File: config.mk
export PLATFORM = sky130hd
export DESIGN_NAME = centroid_div_sched_flat
export DESIGN_NICKNAME = d
export VERILOG_FILES = /design/src/rtl/centroid_div_sched_if.sv /design/src/rtl/centroid_div_sched.sv /design/src/flat_wrapper.sv
export SDC_FILE = /design/constraint.sdc
export NUM_CORES = 1
export LEC_CHECK = 0
export ABC_AREA = 1
export CAP_MARGIN = 10
export CORE_MARGIN = 3
export CORE_UTILIZATION = 48
export CTS_CLUSTER_SIZE = 40
export DETAILED_ROUTE_END_ITERATION = 8
export HOLD_SLACK_MARGIN = 0.15
export PLACE_DENSITY = 0.89
export SLEW_MARGIN = 20
export SYNTH_ARGS = -nofsm -noshare
export SYNTH_HDL_FRONTEND = slang
export SYNTH_SLANG_ARGS = --single-unit
File: constraint.sdc
create_clock -name clk -period 3.5 [get_ports clk]
set_clock_uncertainty 0.1 [all_clocks]
set_input_delay 0.875 -clock clk [delete_from_list [all_inputs] [get_ports clk]]
set_output_delay 0.875 -clock clk [all_outputs]
set_load 0.01 [all_outputs]
File: src/rtl/centroid_div_sched_if.sv
// Handshake bundle between the centroid scheduler and the shared divider.
// The scheduler is master: it issues operands and a start pulse, the divider answers with qv.
interface centroid_div_sched_if #(
    parameter int DIVIDEND_W = 32,
    parameter int DIVISOR_W  = 20
);
    logic                  div_start;
    logic [DIVIDEND_W-1:0] div_dividend;
    logic [DIVISOR_W-1:0]  div_divisor;
    logic [DIVIDEND_W-1:0] div_quotient;
    logic                  div_qv;

    modport master (
        output div_start, div_dividend, div_divisor,
        input  div_quotient, div_qv
    );

    modport slave (
        input  div_start, div_dividend, div_divisor,
        output div_quotient, div_qv
    );
endinterface

File: src/rtl/centroid_div_sched.sv
// Time-shares one divider for centroid x = m_01/m_00 and y = m_10/m_00.
// x/y publish together on xy_valid; empty, overrun and timeout are reported as pulses.
module centroid_div_sched #(
    parameter int DIVIDEND_W = 32,
    parameter int DIVISOR_W  = 20,
    parameter int TIMEOUT    = 64
) (
    input  logic                  clk,
    input  logic                  rst_n,
    input  logic                  i_eof,
    input  logic [DIVIDEND_W-1:0] i_m_01,
    input  logic [DIVIDEND_W-1:0] i_m_10,
    input  logic [DIVISOR_W-1:0]  i_m_00,
    centroid_div_sched_if.master  div,
    output logic [DIVIDEND_W-1:0] o_x,
    output logic [DIVIDEND_W-1:0] o_y,
    output logic                  o_xy_valid,
    output logic                  o_empty_frame,
    output logic                  o_overrun,
    output logic                  o_div_timeout,
    output logic                  o_busy
);
    localparam int CW = $clog2(TIMEOUT);

    typedef enum logic [2:0] {
        S_IDLE,
        S_ISSUE_X,
        S_WAIT_X,
        S_ISSUE_Y,
        S_WAIT_Y
    } state_t;

    state_t                r_state;
    state_t                w_next;
    logic [CW-1:0]         r_cnt;
    logic [DIVIDEND_W-1:0] r_snap_m10;
    logic [DIVIDEND_W-1:0] r_dividend;
    logic [DIVISOR_W-1:0]  r_divisor;
    logic [DIVIDEND_W-1:0] r_qx;
    logic [DIVIDEND_W-1:0] r_x;
    logic [DIVIDEND_W-1:0] r_y;
    logic                  r_xy_valid;
    logic                  r_empty;
    logic                  r_overrun;
    logic                  r_tmo;

    logic w_idle;
    logic w_issue;
    logic w_wait;
    logic w_eof_ok;
    logic w_to;

    assign w_idle   = (r_state == S_IDLE);
    assign w_issue  = (r_state == S_ISSUE_X) || (r_state == S_ISSUE_Y);
    assign w_wait   = (r_state == S_WAIT_X) || (r_state == S_WAIT_Y);
    assign w_eof_ok = i_eof && (i_m_00 != '0);
    assign w_to     = (r_cnt == CW'(TIMEOUT - 1));

    always_comb begin
        w_next = r_state;
        unique case (r_state)
            S_IDLE:    if (w_eof_ok) w_next = S_ISSUE_X;
            S_ISSUE_X: w_next = S_WAIT_X;
            S_WAIT_X: begin
                if (div.div_qv)  w_next = S_ISSUE_Y;
                else if (w_to)   w_next = S_IDLE;
            end
            S_ISSUE_Y: w_next = S_WAIT_Y;
            S_WAIT_Y: begin
                if (div.div_qv || w_to) w_next = S_IDLE;
            end
            default:   w_next = S_IDLE;
        endcase
    end

    always_ff @(posedge clk or negedge rst_n) begin
        if (!rst_n) begin
            r_state    <= S_IDLE;
            r_cnt      <= '0;
            r_snap_m10 <= '0;
            r_dividend <= '0;
            r_divisor  <= '0;
            r_qx       <= '0;
            r_x        <= '0;
            r_y        <= '0;
            r_xy_valid <= 1'b0;
            r_empty    <= 1'b0;
            r_overrun  <= 1'b0;
            r_tmo      <= 1'b0;
        end else begin
            r_state    <= w_next;
            r_xy_valid <= (r_state == S_WAIT_Y) && div.div_qv;
            r_empty    <= w_idle && i_eof && (i_m_00 == '0);
            r_overrun  <= !w_idle && i_eof;
            r_tmo      <= w_wait && !div.div_qv && w_to;
            // Operand registers double as the m_01/m_00 snapshot.
            if (w_idle && w_eof_ok) begin
                r_dividend <= i_m_01;
                r_divisor  <= i_m_00;
                r_snap_m10 <= i_m_10;
            end
            if (w_issue)
                r_cnt <= '0;
            else if (w_wait && !div.div_qv && !w_to)
                r_cnt <= r_cnt + CW'(1);
            if ((r_state == S_WAIT_X) && div.div_qv) begin
                r_qx       <= div.div_quotient;
                r_dividend <= r_snap_m10;
            end
            if ((r_state == S_WAIT_Y) && div.div_qv) begin
                r_x <= r_qx;
                r_y <= div.div_quotient;
            end
        end
    end

    assign div.div_start    = w_issue;
    assign div.div_dividend = r_dividend;
    assign div.div_divisor  = r_divisor;

    assign o_x           = r_x;
    assign o_y           = r_y;
    assign o_xy_valid    = r_xy_valid;
    assign o_empty_frame = r_empty;
    assign o_overrun     = r_overrun;
    assign o_div_timeout = r_tmo;
    assign o_busy        = !w_idle;
endmodule

File: src/flat_wrapper.sv
// flat-port wrapper written by rule: the top's interface ports become plain ports
module centroid_div_sched_flat 
#(
    parameter int DIVIDEND_W = 32,
    parameter int DIVISOR_W  = 20,
    parameter int TIMEOUT    = 64
)
  (clk, rst_n, i_eof, i_m_01, i_m_10, i_m_00, o_x, o_y, o_xy_valid, o_empty_frame, o_overrun, o_div_timeout, o_busy, div_div_start, div_div_dividend, div_div_divisor, div_div_quotient, div_div_qv);
  centroid_div_sched_if #(.DIVIDEND_W(DIVIDEND_W), .DIVISOR_W(DIVISOR_W)) div_i ();
  input  logic clk;
  input  logic rst_n;
  input  logic i_eof;
  input  logic [DIVIDEND_W-1:0] i_m_01;
  input  logic [DIVIDEND_W-1:0] i_m_10;
  input  logic [DIVISOR_W-1:0] i_m_00;
  output logic [DIVIDEND_W-1:0] o_x;
  output logic [DIVIDEND_W-1:0] o_y;
  output logic o_xy_valid;
  output logic o_empty_frame;
  output logic o_overrun;
  output logic o_div_timeout;
  output logic o_busy;
  output wire logic [$bits(div_i.div_start)-1:0] div_div_start;
  output wire logic [$bits(div_i.div_dividend)-1:0] div_div_dividend;
  output wire logic [$bits(div_i.div_divisor)-1:0] div_div_divisor;
  input wire logic [$bits(div_i.div_quotient)-1:0] div_div_quotient;
  input wire logic [$bits(div_i.div_qv)-1:0] div_div_qv;
  assign div_div_start = div_i.div_start;
  assign div_div_dividend = div_i.div_dividend;
  assign div_div_divisor = div_i.div_divisor;
  assign div_i.div_quotient = div_div_quotient;
  assign div_i.div_qv = div_div_qv;
  centroid_div_sched #(.DIVIDEND_W(DIVIDEND_W), .DIVISOR_W(DIVISOR_W), .TIMEOUT(TIMEOUT)) u_core (.clk(clk), .rst_n(rst_n), .i_eof(i_eof), .i_m_01(i_m_01), .i_m_10(i_m_10), .i_m_00(i_m_00), .div(div_i), .o_x(o_x), .o_y(o_y), .o_xy_valid(o_xy_valid), .o_empty_frame(o_empty_frame), .o_overrun(o_overrun), .o_div_timeout(o_div_timeout), .o_busy(o_busy));
endmodule
==> results of run 1 <==
worst max-delay path, cell delays in order (launching register included):
cell	delay (ns)
dfrtp_1	0.40
inv_1	0.13
nand2_1	0.25
inv_1	0.22
clkdlybuf4s50_1	0.56
power by group through the flow:
stage | Combinational [W] | Sequential (W) | Clock [W]
4_1_cts | 0.00371 | 0.00377 | 0.00183
3_5_place_dp | 0.00369 | 0.00380 | 0
6_report | 0.00366 | 0.00377 | 0.00179
2_1_floorplan | 0.00157 | 0.00400 | 0
3_3_place_gp | 0.00356 | 0.00375 | 0
5_1_grt | 0.00408 | 0.00388 | 0.00194
cells by family after synthesis:
logic type,share of synthesized area
flip-flops,0.601
adder cells (fa/ha/maj),0.00156
AND/OR/NAND/NOR,0.254
AO/OA/AOI/OAI,0.0672
buffers and inverters,0.0741
XOR/XNOR,0.00218
registers in the layout (all words and copies together) (netlist names), 3 cells and up:
signal / flops
u_core.div.div_dividend: 32
u_core.o_x: 32
u_core.o_y: 32
u_core.r_qx: 32
u_core.r_snap_m10: 32
u_core.div.div_divisor: 20
u_core.r_cnt: 6
u_core.r_state: 3
cell usage in the layout (no fill, tap or decap), drive strengths merged, types with 4 or more instances in the layout:
| cell type | n |
|---|---|
| buf | 13 |
| clkbuf | 22 |
| clkdlybuf4s50 | 240 |
| clkinvlp | 4 |
| dfrtp | 193 |
| inv | 79 |
| nand2 | 383 |
| nand3 | 91 |
| nand4 | 4 |
| nor2 | 20 |
| o21ai | 103 |
worst paths after layout:
| check | to | slack, ns | depth (start not counted) |
|---|---|---|---|
| worst max-delay path | div_div_start | 0.52 | 4 |
| worst min-delay path | u_core.o_y[4]$_DFFE_PN0P_ | 0.36 | 1 |
| worst max register to register | u_core.div.div_dividend[15]$_DFFE_PN0P_ | 1.67 | 7 |
| worst min register to register | u_core.r_snap_m10[9]$_DFFE_PN0P_ | 0.37 | 2 |
| max in group asynchronous | u_core.div.div_dividend[24]$_DFFE_PN0P_ | 2.18 | 2 |
| min in group clk | u_core.r_snap_m10[9]$_DFFE_PN0P_ | 0.37 | 2 |
per-stage QoR:
stage | worst slack, ns | hold WS [ns] | instances | instance area [µm²]
global placement | 0.720 | 0.353 | 1350 | 10600
finish | 0.525 | 0.357 | 1379 | 11100
floorplan | 1.58 | 0.342 | 932 | 8040
detailed placement | 0.685 | 0.357 | 1350 | 10600
global route | 0.422 | 0.383 | 1379 | 11100
CTS | 0.508 | 0.372 | 1379 | 11100
per-layer routing:
metal / global-route usage / share of wire / vias to the layer above
li1: - / - / 3353
met1: 0.259 / 0.39 / 3233
met2: 0.398 / 0.49 / 260
met4: 0.0767 / 0.025 / 0
met3: 0.0880 / 0.093 / 39
met5: 0 / 0 / -
final cells by class:
class | instances | area (µm²)
clock buffers | 21 | 450
flip-flops and latches | 193 | 4830
multi-input cells | 608 | 2630
well taps | 216 | 270
repair buffers | 254 | 2560
fillers | 1236 | 4990
inverters | 79 | 297
clock inverters | 8 | 86.3
==> summary.md, run 1 <==
| Metric | Value |
|---|---|
| Cell taking the most area after synthesis | `dfrtp_1` |
| Worst VDD drop | `0.585 mV` |
| Flops & latches, synth | `193` |
| Net Switching | `0.00323 W` |
| DRC errors left | `0` |
| Setup violators final | `0` |
| Clock-pin slew on the worst setup and hold paths | `0.07 ns` |
| Worst reg2reg startpoint | `u_core.r_state[1]$_DFFE_PN0P_` |
| Port bufs | `241` |
| Initial core utilization | `0.499` |
| Final worst-path cycle share | `0.850` |
| Status | `completed` |
| Row cnt | `46` |
| Later-pin clock latency in the skew report | `0.42 ns` |
| H-tree levels | `4` |
| CTS tree | `yes` |
| CTS max path bufs | `2` |
| Number of global-route vias before repair | `6803` |
| Final core occ | `0.690` |
| Area Overhead vs Synth | `38.4%` |
| Vias | `6885` |
| Critical path arrival | `2.00 ns` |
| Worst EP required | `2.52 ns` |
| Netlist cell types | `24` |
| Largest net degree at the start of global routing | `100` |
| Share of flip-flops with an asynchronous set or reset | `1.00` |
| Initial DRC Count | `432` |
| DR WL/cell | `15.0 µm` |
| Num CTS Buffers | `17` |
| Post-CTS setup buffers | `0` |
| Worst hold-check path type | `primary input to asynchronous set/reset pin` |
| Pre-Repair DR Iteration Count | `5` |
| Max_slew headroom | `0.578` |
| Io pins | `242` |
| F_max | `0.336 GHz` |
| Routability cong. | `0.874` |
| Critical path class | `flip-flop to output port` |
| Reg power frac | `0.409` |
| Synth warn | `0` |
| Startpoint types | `flip-flop` |
| Setup crit start | `u_core.r_state[2]$_DFFE_PN0P_` |
| Top-count cell post-synth | `nand2_1` |
| Maximum fanout along the worst path | `10` |
| Final total power | `0.00923 W` |
| CTS root buf | `clkbuf_16` |
| Synth area leaders | `dfrtp_1, nand2_1, nand3_1` |
| Reported max-cap violation count | `0` |
| Sw Share | `0.351` |
| First-pass GRT wire length | `33.2 mm` |
| Register area share after synthesis | `0.601` |
| Leak | `5.59 nW` |
| Worst Tran Pin Value | `0.630 ns` |
| Unrepaired setup endpoints after global routing | `no` |
| CTS sink count | `193` |
| Count of final max-slew check failures | `0` |
| Die width | `135 µm` |
| Setup tns final | `0 ns` |
| Initial antenna violation count | `0` |
| Ant. Diodes | `0` |
| Final WL | `20.7 mm` |
| Synth Cell Area | `8040 µm²` |
| Most frequent cells after synthesis | `nand2_1, dfrtp_1, nand3_1, o21ai_0, inv_1` |
| P per Cell Area | `830 nW/µm²` |
| Final net count | `1274` |
| Fin. Hold Viols | `0` |
| Post-synth top area share | `0.601` |
| Final ANT Viol Nets | `0` |
| CP endpoint kind | `output port` |
| Hold_buf cts | `0` |
| Ys flop type | `dfrtp_1` |
| Clk pwr share | `0.194` |
| DP Wirelength | `14.9 mm` |
| Mapped Cells | `932` |
| Core box area | `16100 µm²` |
| Gr usage total | `0.229` |
| Post-CTS sizing | `0` |
| Vias per cell | `4.99` |
| Int Pwr | `0.00599 W` |
| Min Tclk post-route | `2.98 ns` |
| Layout cell share with drive strength beyond 1 | `0.0464` |
| Die area | `18300 µm²` |
| Remaining global-route overflow | `0` |
| Number of synthesized flops with an enable pin | `0` |
| Syn Nets | `1053` |
| Syn_area_per_cell | `8.62 µm²` |
| Power share of the combinational group | `0.397` |
| DIE HEIGHT | `135 µm` |
No activity file was read; power rests on OpenSTA's default activity.
==> inputs of run 2 (changes only) <==
CORE_UTILIZATION = 43   (was 48)
CTS_CLUSTER_SIZE = 12   (was 40)
MAX_ROUTING_LAYER = met4   (was unset)
PLACE_DENSITY = 0.85   (was 0.89)
clock period = 2.5 ns   (was 3.5 ns; I/O delays follow)
==> run 2 against run 1 <==
Net effect: clock-buffer cell count unchanged; routed wire length down 2.0%; combinational power up 42%; first-iteration DRC count decreased by 4.2%; clock power rose by 52%; sequential share of layout area is 0.73 points lower; worst hold slack better by 0.0089 ns; die area rose by 11%; critical path type unchanged; largest cell class unchanged.
==> summary.md, run 2 (same netlist as run 1, synthesis figures left out) <==
| Metric | Value |
|---|---|
| Status | `completed` |
| Area Overhead vs Synth | `40.8%` |
| Worst path max stage delay | `0.52 ns` |
| Most Crowded Layer GR | `met2` |
| CTS sink count | `193` |
| Layout cell share with drive strength beyond 1 | `0.0579` |
| Die area | `20400 µm²` |
| Later-pin clock latency in the skew report | `0.42 ns` |
| Worst reg2reg startpoint | `u_core.r_state[0]$_DFFE_PN0P_` |
| Buf+Inv Stages, Crit Path | `1` |
| CP endpoint kind | `output port` |
| Final worst-path cycle share | `0.939` |
| Setup tns final | `0 ns` |
| DP Wirelength | `14.7 mm` |
| Critical path class | `flip-flop to output port` |
| Worst Tran Pin Value | `0.496 ns` |
| Reported max-cap violation count | `0` |
| Remaining global-route overflow | `0` |
| Grt met2 use | `0.334` |
| Num CTS Buffers | `17` |
| GR Layer Usage met3 | `0.0599` |
| Worst VDD drop | `0.613 mV` |
| Initial core utilization | `0.443` |
| Final ANT Viol Nets | `0` |
| Io pins | `242` |
| First-pass GRT wire length | `33.3 mm` |
| Pre-Repair DR Iteration Count | `5` |
| Critical path arrival | `1.62 ns` |
| Largest net degree at the start of global routing | `97` |
| CP top delay family | `buffers and inverters` |
| Leak | `5.70 nW` |
| Gr usage total | `0.210` |
| Leading cell types in the layout, fill and taps excluded | `nand2_1, clkdlybuf4s50_1, dfrtp_1` |
| CTS max path bufs | `2` |
| F_max | `0.426 GHz` |
| Count of final max-slew check failures | `0` |
| Unrepaired setup endpoints after global routing | `no` |
| CTS root buf | `clkbuf_16` |
| Register area | `4830 µm²` |
| Ant. Diodes | `0` |
| Min-Delay Endpoint | `u_core.o_x[13]$_DFFE_PN0P_` |
| Row cnt | `49` |
| Most common cell after layout, fill and taps aside | `nand2_1` |
| Initial DRC Count | `414` |
| Worst hold-check path type | `flip-flop to flip-flop` |
| Final WL | `20.3 mm` |
| Die width | `143 µm` |
| Slowest CP cell | `clkdlybuf4s50_1` |
| Vias | `6834` |
| Startpoint types | `flip-flop` |
| Hold Path Depth | `2` |
| Maximum fanout along the worst path | `6` |
| H-tree levels | `4` |
| FILL cells | `1464` |
| Worst EP required | `1.77 ns` |
| Final total power | `0.0132 W` |
| R2r endpoint | `u_core.div.div_dividend[3]$_DFFE_PN0P_` |
| Reg2reg setup slack | `0.86 ns` |
| Area of the multi-input gates | `2630 µm²` |
| P per Cell Area | `1170 nW/µm²` |
| Setup violators final | `0` |
| Number of global-route vias before repair | `6732` |
| Routability cong. | `0.898` |
| Fin. Hold Viols | `0` |
| Launch point of the worst hold path | `u_core.r_qx[13]$_DFFE_PN0P_` |
| Clock-pin slew on the worst setup and hold paths | `0.07 ns` |
| Min Tclk post-route | `2.35 ns` |
| Core box area | `18100 µm²` |
| Worst r2r path cells | `7` |
| CTS tree | `yes` |
| M1 GR Usage | `0.257` |
| DRC errors left | `0` |
| Max_slew headroom | `0.669` |
| Vias per cell | `4.87` |
| CP cell instances | `nor2_4 -> nand2_2 -> clkdlybuf4s50_1` |
| Final net count | `1282` |
| Port bufs | `241` |
| DR WL/cell | `14.5 µm` |
| Initial antenna violation count | `0` |
| DIE HEIGHT | `143 µm` |
[run 2: cell types whose count changed in the layout (fill, tap and decap cells not counted), sizes merged]
cell / change
buf: +7
clkdlybuf4s50: -1
clkinv: -2
clkinvlp: -1
dlygate4sd3: +1
dlymetal6s2s: +1
inv: +6
[run 2: repair_timing]
item,4_1_cts,5_1_grt
hold buffers,1,0
resized for setup,0,2
buffers inserted,0,0
endpoints found under the setup margin,0,2
hold endpoints to repair,51,0
[run 2: worst reg2reg max path, cell delays in order, from the launching register on]
cell	delay, ns
dfrtp_1	0.43
nor2_2	0.22
nand3_4	0.20
buf_12	0.26
nand2_1	0.09
o21ai_0	0.07
nand2_1	0.11
nand2_1	0.05
[run 2: final cells by class]
class                           instances  area share
Sequential cell                       193       0.427
Timing Repair Buffer                  262       0.237
Multi-Input combinational cell        608       0.232
Clock buffer                           21      0.0425
Inverter                               79      0.0262
Tap cell                              229      0.0253
Clock inverter                         11      0.0103
[run 2: worst max path at each step]
| stage | slack, ns | from | cells past startpoint | end |
|---|---|---|---|---|
| 2_1_floorplan | 0.83 | i_m_00[19] | 9 | u_core.div.div_dividend[2]$_DFFE_PN0P_ |
| 3_5_place_dp | 0.03 | i_m_00[7] | 10 | u_core.div.div_dividend[23]$_DFFE_PN0P_ |
| 6_report | 0.15 | u_core.r_state[1]$_DFFE_PN0P_ | 3 | o_busy |
| 3_3_place_gp | 0.11 | i_m_00[7] | 10 | u_core.div.div_dividend[5]$_DFFE_PN0P_ |
| 4_1_cts | 0.03 | u_core.r_state[2]$_DFFE_PN0P_ | 4 | div_div_start |
| 5_1_grt | 0.06 | u_core.r_state[1]$_DFFE_PN0P_ | 3 | o_busy |
[run 2: through the flow]
step                      setup slack (ns)  cell area, µm²  instances  utilization  hold slack (ns)
final                                0.153           11300       1403        0.623            0.366
after global routing                0.0609           11300       1403        0.623            0.388
after CTS                           0.0293           11300       1403        0.623            0.373
after detailed placement            0.0300           10700       1370        0.590            0.357
after global placement               0.112           10700       1370        0.590            0.353
after floorplan                      0.826            8040        932            -            0.229
[run 2: routing by layer]
metal  vias up  share of wire  routed length [µm]
met3        29          0.083                1680
met4         0          0.027                 549
met1      3172           0.42                8580
met5         -              0                   0
li1       3375              -                   -
met2       258           0.47                9530
[run 2: power breakdown]
| group | internal, W | leakage (nW) | switching [W] |
|---|---|---|---|
| sequential | 0.00450 | 2.44 | 0.000789 |
| clock | 0.00151 | 0.286 | 0.00121 |
| combinational | 0.00259 | 2.97 | 0.00261 |
| total | 0.00860 | 5.70 | 0.00461 |
